--- config.mk ---
export PLATFORM = sky130hd
export DESIGN_NAME = and_edge_window_counter
export DESIGN_NICKNAME = d
export VERILOG_FILES = /design/src/rtl/and_mon_pkg.sv /design/src/rtl/sync_rise_det.sv /design/src/rtl/and_edge_window_counter.sv
export SDC_FILE = /design/constraint.sdc
export NUM_CORES = 1
export LEC_CHECK = 0
export CORE_UTILIZATION = 47
export CTS_CLUSTER_SIZE = 14
export DETAILED_ROUTE_END_ITERATION = 16
export PLACE_DENSITY = 0.69
export SETUP_SLACK_MARGIN = 0.05
export SYNTH_ARGS = -nofsm -noshare
export SYNTH_HDL_FRONTEND = slang
export SYNTH_SLANG_ARGS = --single-unit
--- constraint.sdc ---
create_clock -name clk -period 1.8 [get_ports clk]
set_clock_uncertainty 0.1 [all_clocks]
set_input_delay 0.27 -clock clk [delete_from_list [all_inputs] [get_ports clk]]
set_output_delay 0.27 -clock clk [all_outputs]
set_load 0.01 [all_outputs]
--- src/rtl/and_mon_pkg.sv ---
// and_mon_pkg: shared types and default sizes for the AND-stage edge window monitor
package and_mon_pkg;
    typedef enum logic {ST_IDLE, ST_COUNT} state_t;
    localparam int DEF_CNT_W = 8;
    localparam int DEF_WINDOW = 16;
    localparam int DEF_SYNC_STAGES = 2;
endpackage

--- src/rtl/sync_rise_det.sv ---
// sync_rise_det: synchronises an asynchronous level and flags its rising edges
module sync_rise_det
    import and_mon_pkg::*;
#(
    parameter int SYNC_STAGES = DEF_SYNC_STAGES
) (
    input  logic clk,
    input  logic rst_n,
    input  logic d,
    output logic q_sync,
    output logic rise
);
    logic [SYNC_STAGES-1:0] chain;
    logic prev;
    always_ff @(posedge clk or negedge rst_n) begin
        if (!rst_n) begin
            chain <= '0;
            prev <= 1'b0;
        end else begin
            chain <= {chain[SYNC_STAGES-2:0], d};
            prev <= chain[SYNC_STAGES-1];
        end
    end
    assign q_sync = chain[SYNC_STAGES-1];
    assign rise = q_sync & ~prev;
endmodule

--- src/rtl/and_edge_window_counter.sv ---
// and_edge_window_counter: counts rising edges of the AND-stage output per fixed window
module and_edge_window_counter
    import and_mon_pkg::*;
#(
    parameter int CNT_W = DEF_CNT_W,
    parameter int WINDOW = DEF_WINDOW,
    parameter int SYNC_STAGES = DEF_SYNC_STAGES
) (
    input  logic             clk,
    input  logic             rst_n,
    input  logic             en,
    input  logic             clr,
    input  logic             level_in,
    output logic             out_valid,
    input  logic             out_ready,
    output logic [CNT_W-1:0] out_count,
    output logic             out_sat,
    output logic             drop_sticky
);
    localparam int WIN_W = $clog2(WINDOW);
    localparam logic [WIN_W-1:0] WIN_LAST = WIN_W'(WINDOW - 1);
    state_t state, state_nxt;
    logic [CNT_W-1:0] acc, acc_nxt, acc_inc;
    logic [WIN_W-1:0] win_cnt, win_nxt;
    logic sat, sat_nxt, sat_inc, rise, unused_level_s, pub, run, take;
    sync_rise_det #(.SYNC_STAGES(SYNC_STAGES)) u_sync (
        .clk(clk),
        .rst_n(rst_n),
        .d(level_in),
        .q_sync(unused_level_s),
        .rise(rise)
    );
    // A window end publishes the count including this cycle's edge, then restarts.
    always_comb begin
        acc_inc = (rise && !(&acc)) ? acc + 1'b1 : acc;
        sat_inc = sat | (rise & (&acc));
        pub = (state == ST_COUNT) && (win_cnt == WIN_LAST);
        run = (state == ST_COUNT) && en && !pub;
        state_nxt = en ? ST_COUNT : ST_IDLE;
        acc_nxt = run ? acc_inc : '0;
        win_nxt = run ? win_cnt + 1'b1 : '0;
        sat_nxt = run ? sat_inc : 1'b0;
        take = pub && (!out_valid || out_ready);
    end
    always_ff @(posedge clk or negedge rst_n) begin
        if (!rst_n) begin
            state <= ST_IDLE;
            acc <= '0;
            win_cnt <= '0;
            sat <= 1'b0;
        end else if (clr) begin
            state <= ST_IDLE;
            acc <= '0;
            win_cnt <= '0;
            sat <= 1'b0;
        end else begin
            state <= state_nxt;
            acc <= acc_nxt;
            win_cnt <= win_nxt;
            sat <= sat_nxt;
        end
    end
    // A result arriving while the previous one is still held is dropped, not queued.
    always_ff @(posedge clk or negedge rst_n) begin
        if (!rst_n) begin
            out_valid <= 1'b0;
            out_count <= '0;
            out_sat <= 1'b0;
            drop_sticky <= 1'b0;
        end else if (clr) begin
            out_valid <= 1'b0;
            out_sat <= 1'b0;
            drop_sticky <= 1'b0;
        end else begin
            if (take) begin
                out_valid <= 1'b1;
                out_count <= acc_inc;
                out_sat <= sat_inc;
            end else if (out_ready) begin
                out_valid <= 1'b0;
            end
            drop_sticky <= drop_sticky | (pub & out_valid & ~out_ready);
        end
    end
endmodule

==> Word level (Yosys, flattened, before mapping) <==
Cells that the tools add are included.
{ "word_totals": {"ff_bits": 28, "output_inout_bits": 11, "word_cells": 50} }
{ "op_classes": {"add_sub_neg": 2, "eq_ne": 1, "n_mux": 15, "n_bitwise": 9, "n_reduce_logical": 13} }
{ "op_table": {"columns": ["cell", "count"], "rows": [
  ["8-bit two-way mux", 3],
  ["1-bit two-way mux", 10],
  ["8-bit by 1-bit adder with 8-bit output, second input constant", 1],
  ["4-bit two-way mux", 2],
  ["8-bit AND reduction", 1],
  ["1-bit logical AND", 5],
  ["4-bit by 1-bit adder with 4-bit output, second input constant", 1],
  ["1-bit AND", 4],
  ["4-bit == test, second input constant", 1],
  ["1-bit logical NOT", 3],
  ["1-bit inverter", 3],
  ["3-bit nonzero test", 1],
  ["1-bit bitwise OR", 2],
  ["2-bit AND reduction", 1],
  ["2-bit nonzero test", 1],
  ["1-bit logical OR", 1]
]} }

==> Longest topological paths before layout <==
Gate-level depths: netlist of run 1.
{ "logic_depth": {"depth_word": 6, "mapped_depth": 6} }

==> Hierarchy <==
From an unflattened synthesis of run 1, not the netlist that was laid out.
{ "hier_totals": {"hier_cells": 109, "area_unflattened_um2": 1194.9} }
{ "modules_own_cells": {"columns": ["mod", "n_inst", "cells_each", "area_each_um2"], "rows": [
  ["and_edge_window_counter", 1, 105, 1106.1],
  ["sync_rise_det", 1, 4, 88.8]
]} }

==> Worst setup path after synthesis of run 1 <==
No wires, ideal clock.
{ "synth_path": {"path_type": "reg-to-reg", "startpoint": "register win_cnt[0]", "endpoint": "register out_count[3]", "arrival_ns": 1.652, "path_slack_ns": -0.020, "path_stages_with_launch": 7, "n_path_buf": 1, "synth_period_minus_slack_ns": 1.820, "path_cell_list": "dfrtp_1 > ha_1 > nand4_2 > or3_1 > buf_2 > or4_1 > nand3_1"} }
{ "synth_between": {"elab_chain_len": 4} }
{ "synth_rtl": {"columns": ["item", "line", "source"], "rows": [
  ["start: declaration", "and_edge_window_counter.sv:24", "logic [WIN_W-1:0] win_cnt, win_nxt;"],
  ["start signal: assignment", "and_edge_window_counter.sv:59", "win_cnt <= win_nxt;"],
  ["4-bit == test", "and_edge_window_counter.sv:37", "pub = (state == ST_COUNT) && (win_cnt == WIN_LAST);"],
  ["1-bit logical AND", "and_edge_window_counter.sv:37", null],
  ["1-bit logical AND", "and_edge_window_counter.sv:43", "take = pub && (!out_valid || out_ready);"],
  ["2-bit AND reduction (no line)", null, null],
  ["end signal: assignment", "and_edge_window_counter.sv:77", "out_count <= acc_inc;"],
  ["end: declaration", "and_edge_window_counter.sv:16", "output logic [CNT_W-1:0] out_count,"]
]} }
Every way passes these cells.
A chain may end at the register's enable or synchronous reset.

==> Final worst setup path of run 1 <==
{ "layout_path": {"startpoint": "register acc[0]", "endpoint": "register out_count[5]"} }
{ "layout_between": {"elab_chain_len": 4} }
{ "layout_rtl": {"columns": ["item", "line", "source"], "rows": [
  ["start: declaration", "and_edge_window_counter.sv:23", "logic [CNT_W-1:0] acc, acc_nxt, acc_inc;"],
  ["start signal: assignment", "and_edge_window_counter.sv:58", "acc <= acc_nxt;"],
  ["parallel branches: the longest is 3 deep, another holds 8-bit by 1-bit adder with 8-bit output", null, null],
  ["8-bit two-way mux *", "and_edge_window_counter.sv:35", "acc_inc = (rise && !(&acc)) ? acc + 1'b1 : acc;"]
]} }
Every way passes the cells marked *.

==> results of run 1 <==
power by group through the flow:
stage	clock [mW]	sequential [mW]	combinational [mW]
floorplan	0	0.666	0.0141
global placement	0	0.662	0.0652
detailed placement	0	0.663	0.0670
CTS	0.310	0.651	0.0672
global route	0.323	0.652	0.0736
finish	0.298	0.651	0.0658
layout make-up:
| type | count | area [um^2] |
|---|---|---|
| clock buffer | 4 | 36.3 |
| fill | 186 | 771 |
| inverter | 3 | 11.3 |
| multi-input combinational | 76 | 479 |
| sequential | 28 | 701 |
| tap | 28 | 35.0 |
| timing repair buffer | 27 | 243 |
path summary, 6_finish.rpt:
kind                                  from         endpoint  slack (ps)  cells after the start
setup / recovery                    acc[0]     out_count[5]         100                      5
hold / removal                       rst_n           acc[3]         200                      2
setup reg to reg                    acc[0]     out_count[5]         100                      5
hold reg to reg            u_sync.chain[0]  u_sync.chain[1]         280                      0
max in group asynchronous            rst_n            state        1150                      2
min in group clk           u_sync.chain[0]  u_sync.chain[1]         280                      0
cell families after synthesis:
logic type / synth area share, %
XOR/XNOR: 2.99
buffers and inverters: 2.03
multiplexers: 3.63
AND/OR/NAND/NOR: 20.2
AO/OA/AOI/OAI: 9.19
adder cells (fa/ha/maj): 2.14
flip-flops: 59.8
through the flow:
step / hold WS [ps] / utilization [%] / setup WS, ps / instance area [um^2]
6_report: 197 / 66.1 / 96.9 / 1510
3_3_place_gp: 233 / 63.4 / 44.4 / 1440
4_1_cts: 200 / 65.3 / 79.9 / 1490
3_5_place_dp: 251 / 63.4 / 30.5 / 1440
2_1_floorplan: -126 / - / 26.3 / 1200
5_1_grt: 224 / 66.1 / 16.9 / 1510
layer usage:
metal	vias to the layer above	part of all wire, %
met2	24	53
met4	0	0.70
met3	2	4.8
met5	-	0
met1	435	42
li1	436	-
cells in the final DEF (no fill, tap or decap), drive strengths merged, types with 4 or more instances in the layout:
cell type      count
clkdlybuf4s50     16
buf               11
nand2              9
clkbuf             4
nand3              5
nor2              17
nor2b              4
xor2               4
dfrtp             28
a21oi              7
o21ai              6
state kept, by name, indices dropped and copies added, names as in the netlist:
| signal | cells |
|---|---|
| acc | 8 |
| drop_sticky | 1 |
| out_count | 8 |
| out_sat | 1 |
| out_valid | 1 |
| sat | 1 |
| state | 1 |
| u_sync.chain | 2 |
| u_sync.prev | 1 |
| win_cnt | 4 |
worst register-to-register path: cells and delay by family (launching register included):
family | cells | cell delay [ps]
AO/OA/AOI/OAI | 1 | 170
adder cells (fa/ha/maj) | 1 | 250
flip-flops | 1 | 410
AND/OR/NAND/NOR | 3 | 720
timing repair:
item / 4_1_cts / 5_1_grt
resized for setup: 0 / 4
buffers inserted: 1 / 1
setup endpoints to repair: 1 / 6
pin swaps: 0 / 3
==> impl_metrics.xml, run 1 <==
<?xml version="1.0" encoding="UTF-8"?>
<metrics>
  <group name="status">
    <metric name="run_status" unit="">finished clean</metric>
  </group>
  <group name="worst_setup_path">
    <metric name="cpPeakStageDelay" unit="ps">490</metric>
    <metric name="timing.critical_path.max_delay_family" unit="">simple AND/OR/NAND/NOR gates</metric>
    <metric name="timing.critical_path.slowest_stage_cell" unit="">or4_4</metric>
    <metric name="critPathLaunchType" unit="">register</metric>
    <metric name="critical_path.max_fanout" unit="">6</metric>
    <metric name="crit_type" unit="">reg2reg</metric>
    <metric name="cp.arrival" unit="ps">1860</metric>
    <metric name="worst_ep_required_time" unit="ps">1960</metric>
    <metric name="end_kind" unit="">register</metric>
    <metric name="cp_num_buf_inv" unit="">0</metric>
    <metric name="critical_path.cell_chain" unit="">ha_1 -&gt; nand3_1 -&gt; nor2_2 -&gt; or4_4 -&gt; a31oi_1</metric>
  </group>
  <group name="logic_synthesis">
    <metric name="postSynthAreaPerCell" unit="um^2">10.6</metric>
    <metric name="synth.area.top_cells" unit="">dfrtp_1 (60%), nor2_1 (5.4%), a21oi_1 (3.0%)</metric>
    <metric name="synth_commonest_cells" unit="">dfrtp_1 (28), nor2_1 (17), nand2_1 (9), a21oi_1 (7), o21ai_0 (6)</metric>
    <metric name="synth_enable_flop_cells" unit="">0</metric>
    <metric name="synth.ff_latch_count" unit="">28</metric>
    <metric name="synth-seq-area-share" unit="%">59.8</metric>
    <metric name="netlist_instances" unit="">110</metric>
    <metric name="synth_fp_nets" unit="">118</metric>
    <metric name="synth_warnings" unit="">0</metric>
    <metric name="asyncSetResetFlopFracSynth" unit="%">100</metric>
    <metric name="netlist_area_pre_place" unit="um^2">1170</metric>
    <metric name="synth_ff_type" unit="">dfrtp_1</metric>
    <metric name="yosys.area.top_type_share" unit="%">59.8</metric>
    <metric name="netlist-cell-type-count" unit="">26</metric>
    <metric name="synth.most_common_cell" unit="">dfrtp_1</metric>
    <metric name="synthDominantAreaCellType" unit="">dfrtp_1</metric>
  </group>
  <group name="sta">
    <metric name="rsz0062_at_grt" unit="">yes</metric>
    <metric name="max_slew_margin" unit="%">77.3</metric>
    <metric name="worst_slew_pin_slew" unit="ps">340</metric>
    <metric name="hold_fails_final_rpt" unit="">0</metric>
    <metric name="tcrit_tclk_final" unit="%">94.6</metric>
    <metric name="maxSlewViolCount" unit="">0</metric>
    <metric name="clock.fmax" unit="GHz">0.587</metric>
    <metric name="finalSetupViolations" unit="">0</metric>
    <metric name="final_period_minus_worst_setup_slack" unit="ps">1700</metric>
    <metric name="fin_tns_setup" unit="ps">0</metric>
  </group>
  <group name="clocking">
    <metric name="cts-buffers-inserted" unit="">3</metric>
    <metric name="worst_skew_pair.late_latency" unit="ps">320</metric>
    <metric name="clock_tree_from_tritoncts" unit="">done</metric>
    <metric name="cts_buffer_depth" unit="">2</metric>
    <metric name="cts_root_buf" unit="">clkbuf_4</metric>
    <metric name="numClockSinks" unit="">28</metric>
    <metric name="htree_levels" unit="">1</metric>
    <metric name="cts_hold_buffers" unit="">0</metric>
    <metric name="cts.clk_slew.worst_paths" unit="ps">150</metric>
  </group>
  <group name="pwr">
    <metric name="p_per_area" unit="nW/um^2">674</metric>
    <metric name="vdd_drop_max" unit="uV">462</metric>
    <metric name="power_report.internal_total" unit="uW">800</metric>
    <metric name="netSwitchingFraction" unit="%">21.1</metric>
    <metric name="register_share_of_total_power" unit="%">64.2</metric>
    <metric name="leakage" unit="nW">0.694</metric>
    <metric name="power.switching" unit="uW">214</metric>
    <metric name="power_frac_comb" unit="%">6.5</metric>
    <metric name="share_clk_of_total_power" unit="%">29.4</metric>
    <metric name="power.total" unit="mW">1.01</metric>
  </group>
  <group name="layout">
    <metric name="stdcell_count" unit="">166</metric>
    <metric name="layout-drive-gt1-share" unit="%">15.9</metric>
    <metric name="area_growth" unit="%">28.5</metric>
    <metric name="insertedDiodeCount" unit="">0</metric>
    <metric name="num-nets-final" unit="">147</metric>
  </group>
  <group name="routing">
    <metric name="route.antenna.remaining_nets" unit="">0</metric>
    <metric name="vias_per_cell" unit="">5.40</metric>
    <metric name="drt_wl_total" unit="mm">2.28</metric>
    <metric name="drt_pass1_iterations" unit="">4</metric>
    <metric name="detail_route.iter0.violations" unit="">18</metric>
    <metric name="wirelength_per_cell" unit="um">13.8</metric>
    <metric name="routed-via-count" unit="">897</metric>
    <metric name="post-route-drc-count" unit="">0</metric>
  </group>
  <group name="floorplan">
    <metric name="die_area" unit="um^2">2700</metric>
    <metric name="die_width" unit="um">51.9</metric>
    <metric name="std_cell_rows" unit="">17</metric>
    <metric name="initial_core_util" unit="%">51.5</metric>
    <metric name="placeableCoreArea" unit="um^2">2280</metric>
    <metric name="floorplan.io_pins" unit="">17</metric>
    <metric name="die_y" unit="um">51.9</metric>
  </group>
  <group name="global_route">
    <metric name="initial_antenna_violation_count" unit="">0</metric>
    <metric name="first_global_vias" unit="">942</metric>
    <metric name="largest_net_degree_at_the_start_of_global_routing" unit="">29</metric>
    <metric name="global_route.usage.met3" unit="%">2.92</metric>
    <metric name="global_route.usage.met1" unit="%">23.2</metric>
    <metric name="grt_first_pass_wirelength" unit="mm">3.91</metric>
    <metric name="grtUsageTotal" unit="%">20.1</metric>
    <metric name="global_route.overflow_total" unit="">0</metric>
    <metric name="grt.met2_usage" unit="%">36.3</metric>
    <metric name="globalRoute.busiestLayer" unit="">met2</metric>
  </group>
  <group name="hold_path">
    <metric name="hold_class" unit="">in2async</metric>
  </group>
  <group name="place">
    <metric name="place.detailed.hpwl" unit="mm">1.70</metric>
    <metric name="port-buffer-count" unit="">16</metric>
    <metric name="place_inst" unit="">160</metric>
    <metric name="place.gp.congestion" unit="">0.861</metric>
  </group>
  <group name="run">
    <metric name="cap_viol_max_count" unit="">0</metric>
  </group>
</metrics>
No activity file was read; power rests on OpenSTA's default activity.
==> inputs of run 2 (changes only) <==
==> constraint.sdc (replaced) <==
create_clock -name clk -period 1.5 [get_ports clk]
set_clock_uncertainty 0.1 [all_clocks]
set_input_delay 0.225 -clock clk [delete_from_list [all_inputs] [get_ports clk]]
set_output_delay 0.225 -clock clk [all_outputs]
set_load 0.01 [all_outputs]
==> impl_metrics.xml, run 2 (synthesized netlist as in run 1, its figures left out) <==
<?xml version="1.0" encoding="UTF-8"?>
<metrics>
  <group name="routing">
    <metric name="drt_wl_total" unit="mm">3.35</metric>
    <metric name="wirelength_per_cell" unit="um">17.6</metric>
    <metric name="routed-via-count" unit="">1031</metric>
    <metric name="drt_pass1_iterations" unit="">4</metric>
    <metric name="post-route-drc-count" unit="">0</metric>
    <metric name="vias_per_cell" unit="">5.43</metric>
    <metric name="detail_route.iter0.violations" unit="">19</metric>
    <metric name="route.antenna.remaining_nets" unit="">0</metric>
  </group>
  <group name="status">
    <metric name="failing_checks" unit="">negative setup slack</metric>
    <metric name="run_status" unit="">finished with violations</metric>
  </group>
  <group name="global_route">
    <metric name="global_route.overflow_total" unit="">0</metric>
    <metric name="largest_net_degree_at_the_start_of_global_routing" unit="">29</metric>
    <metric name="first_global_vias" unit="">1093</metric>
    <metric name="grt_first_pass_wirelength" unit="mm">4.90</metric>
    <metric name="grtUsageTotal" unit="%">26.1</metric>
    <metric name="initial_antenna_violation_count" unit="">0</metric>
  </group>
  <group name="floorplan">
    <metric name="floorplan.io_pins" unit="">17</metric>
    <metric name="die_area" unit="um^2">2700</metric>
    <metric name="die_width" unit="um">51.9</metric>
    <metric name="die_y" unit="um">51.9</metric>
    <metric name="std_cell_rows" unit="">17</metric>
    <metric name="placeableCoreArea" unit="um^2">2280</metric>
    <metric name="initial_core_util" unit="%">51.5</metric>
  </group>
  <group name="clocking">
    <metric name="cts_root_buf" unit="">clkbuf_4</metric>
    <metric name="cts-buffers-inserted" unit="">3</metric>
    <metric name="cts_buffer_depth" unit="">2</metric>
    <metric name="htree_levels" unit="">1</metric>
    <metric name="clock_tree_from_tritoncts" unit="">done</metric>
    <metric name="numClockSinks" unit="">28</metric>
    <metric name="worst_skew_pair.late_latency" unit="ps">320</metric>
    <metric name="cts.clk_slew.worst_paths" unit="ps">140</metric>
  </group>
  <group name="layout">
    <metric name="layout.cells.most_common_list" unit="">dfrtp_1 (28), buf_4 (27), nor2_1 (14)</metric>
    <metric name="combined_flip_flop_and_latch_cell_area" unit="um^2">701</metric>
    <metric name="stdcell_count" unit="">190</metric>
    <metric name="layout-drive-gt1-share" unit="%">41.4</metric>
    <metric name="n_fill_cell" unit="">147</metric>
    <metric name="final_util" unit="%">81.4</metric>
    <metric name="layout_top_registers" unit="">acc: 8 flops, out_count: 8 flops, win_cnt: 4 flops</metric>
    <metric name="num-nets-final" unit="">172</metric>
    <metric name="mostFrequentLayoutCell" unit="">dfrtp_1</metric>
    <metric name="area_growth" unit="%">58.2</metric>
    <metric name="combined_area_of_the_multi_input_logic_cells" unit="um^2">633</metric>
    <metric name="insertedDiodeCount" unit="">0</metric>
  </group>
  <group name="pwr">
    <metric name="p_per_area" unit="nW/um^2">635</metric>
    <metric name="vdd_drop_max" unit="uV">619</metric>
    <metric name="power.total" unit="mW">1.18</metric>
    <metric name="leakage" unit="nW">0.870</metric>
  </group>
  <group name="worst_setup_path">
    <metric name="timing.reg2reg.worst_path_depth" unit="">5</metric>
    <metric name="cp.arrival" unit="ps">1840</metric>
    <metric name="worst_ep_required_time" unit="ps">1670</metric>
    <metric name="cpPeakStageDelay" unit="ps">420</metric>
    <metric name="timing.critical_path.max_delay_family" unit="">simple AND/OR/NAND/NOR gates</metric>
    <metric name="critPathLaunchType" unit="">register</metric>
    <metric name="end_kind" unit="">register</metric>
    <metric name="regToRegStartpoint" unit="">win_cnt[1]</metric>
    <metric name="timing.critical_path.from" unit="">win_cnt[1]</metric>
    <metric name="timing.critical_path.slowest_stage_cell" unit="">dfrtp_1</metric>
    <metric name="cp.depth" unit="">5</metric>
    <metric name="crit_type" unit="">reg2reg</metric>
    <metric name="critical_path.max_fanout" unit="">2</metric>
    <metric name="critical_path.cell_chain" unit="">ha_4 -&gt; nand4_4 -&gt; or3_4 -&gt; or4_1 -&gt; nand3_1</metric>
    <metric name="cp_num_buf_inv" unit="">0</metric>
  </group>
  <group name="sta">
    <metric name="clock.fmax" unit="GHz">0.598</metric>
    <metric name="rsz0062_at_grt" unit="">yes</metric>
    <metric name="fin_ws" unit="ps">-172</metric>
    <metric name="worst_slew_pin_slew" unit="ps">359</metric>
    <metric name="hold_fails_final_rpt" unit="">0</metric>
    <metric name="tcrit_tclk_final" unit="%">111</metric>
    <metric name="fin_tns_setup" unit="ps">-1280</metric>
    <metric name="finalSetupViolations" unit="">16</metric>
    <metric name="max_slew_margin" unit="%">76.0</metric>
    <metric name="maxSlewViolCount" unit="">0</metric>
    <metric name="final_period_minus_worst_setup_slack" unit="ps">1670</metric>
  </group>
  <group name="hold_path">
    <metric name="hold_class" unit="">in2async</metric>
  </group>
  <group name="place">
    <metric name="port-buffer-count" unit="">16</metric>
    <metric name="place.gp.congestion" unit="">0.854</metric>
    <metric name="place_inst" unit="">173</metric>
    <metric name="place.detailed.hpwl" unit="mm">1.96</metric>
  </group>
  <group name="run">
    <metric name="cap_viol_max_count" unit="">0</metric>
  </group>
</metrics>
-- run 2: final timing paths --
path,endpoint,slack (ps)
setup / recovery,out_count[3],-170
hold / removal,acc[4],160
setup reg to reg,out_count[3],-170
hold reg to reg,u_sync.chain[1],270
max in group asynchronous,win_cnt[3],880
min in group clk,u_sync.chain[0],230
-- run 2: per-layer routing --
metal | global-route usage, % | up-vias | routed length (um)
met5 | 0 | - | 0
met4 | 16.2 | 0 | 76
met3 | 4.68 | 10 | 97
met2 | 45.9 | 30 | 1830
met1 | 28.7 | 501 | 1350
li1 | - | 490 | -
-- run 2: power breakdown --
part           leakage, nW  switching (mW)  internal, mW
registers            0.367         0.00933         0.771
clock network       0.0138           0.207        0.0941
logic                0.490          0.0494        0.0463
total                0.870           0.266         0.911
-- run 2: final cells by class --
cell class	count	area share, %
clock buffer	3	1.22
inverter	3	0.608
multi-input combinational	76	34.2
sequential	28	37.8
tap	28	1.89
timing repair buffer	52	24.3
-- run 2: repair_timing --
item / CTS / global route
pin swaps: 16 / 9
endpoints found under the setup margin: 26 / 21
hold buffers: 0 / 0
gates resized for setup: 39 / 17
setup buffers: 7 / 7
-- run 2: stage by stage --
| stage | setup slack [ps] | area (um^2) | hold slack, ps |
|---|---|---|---|
| 4_1_cts | -145 | 1730 | 161 |
| 5_1_grt | -249 | 1850 | 194 |
| 3_5_place_dp | -196 | 1560 | 240 |
| 2_1_floorplan | -274 | 1220 | -171 |
| 6_report | -172 | 1850 | 163 |
| 3_3_place_gp | -181 | 1560 | 234 |
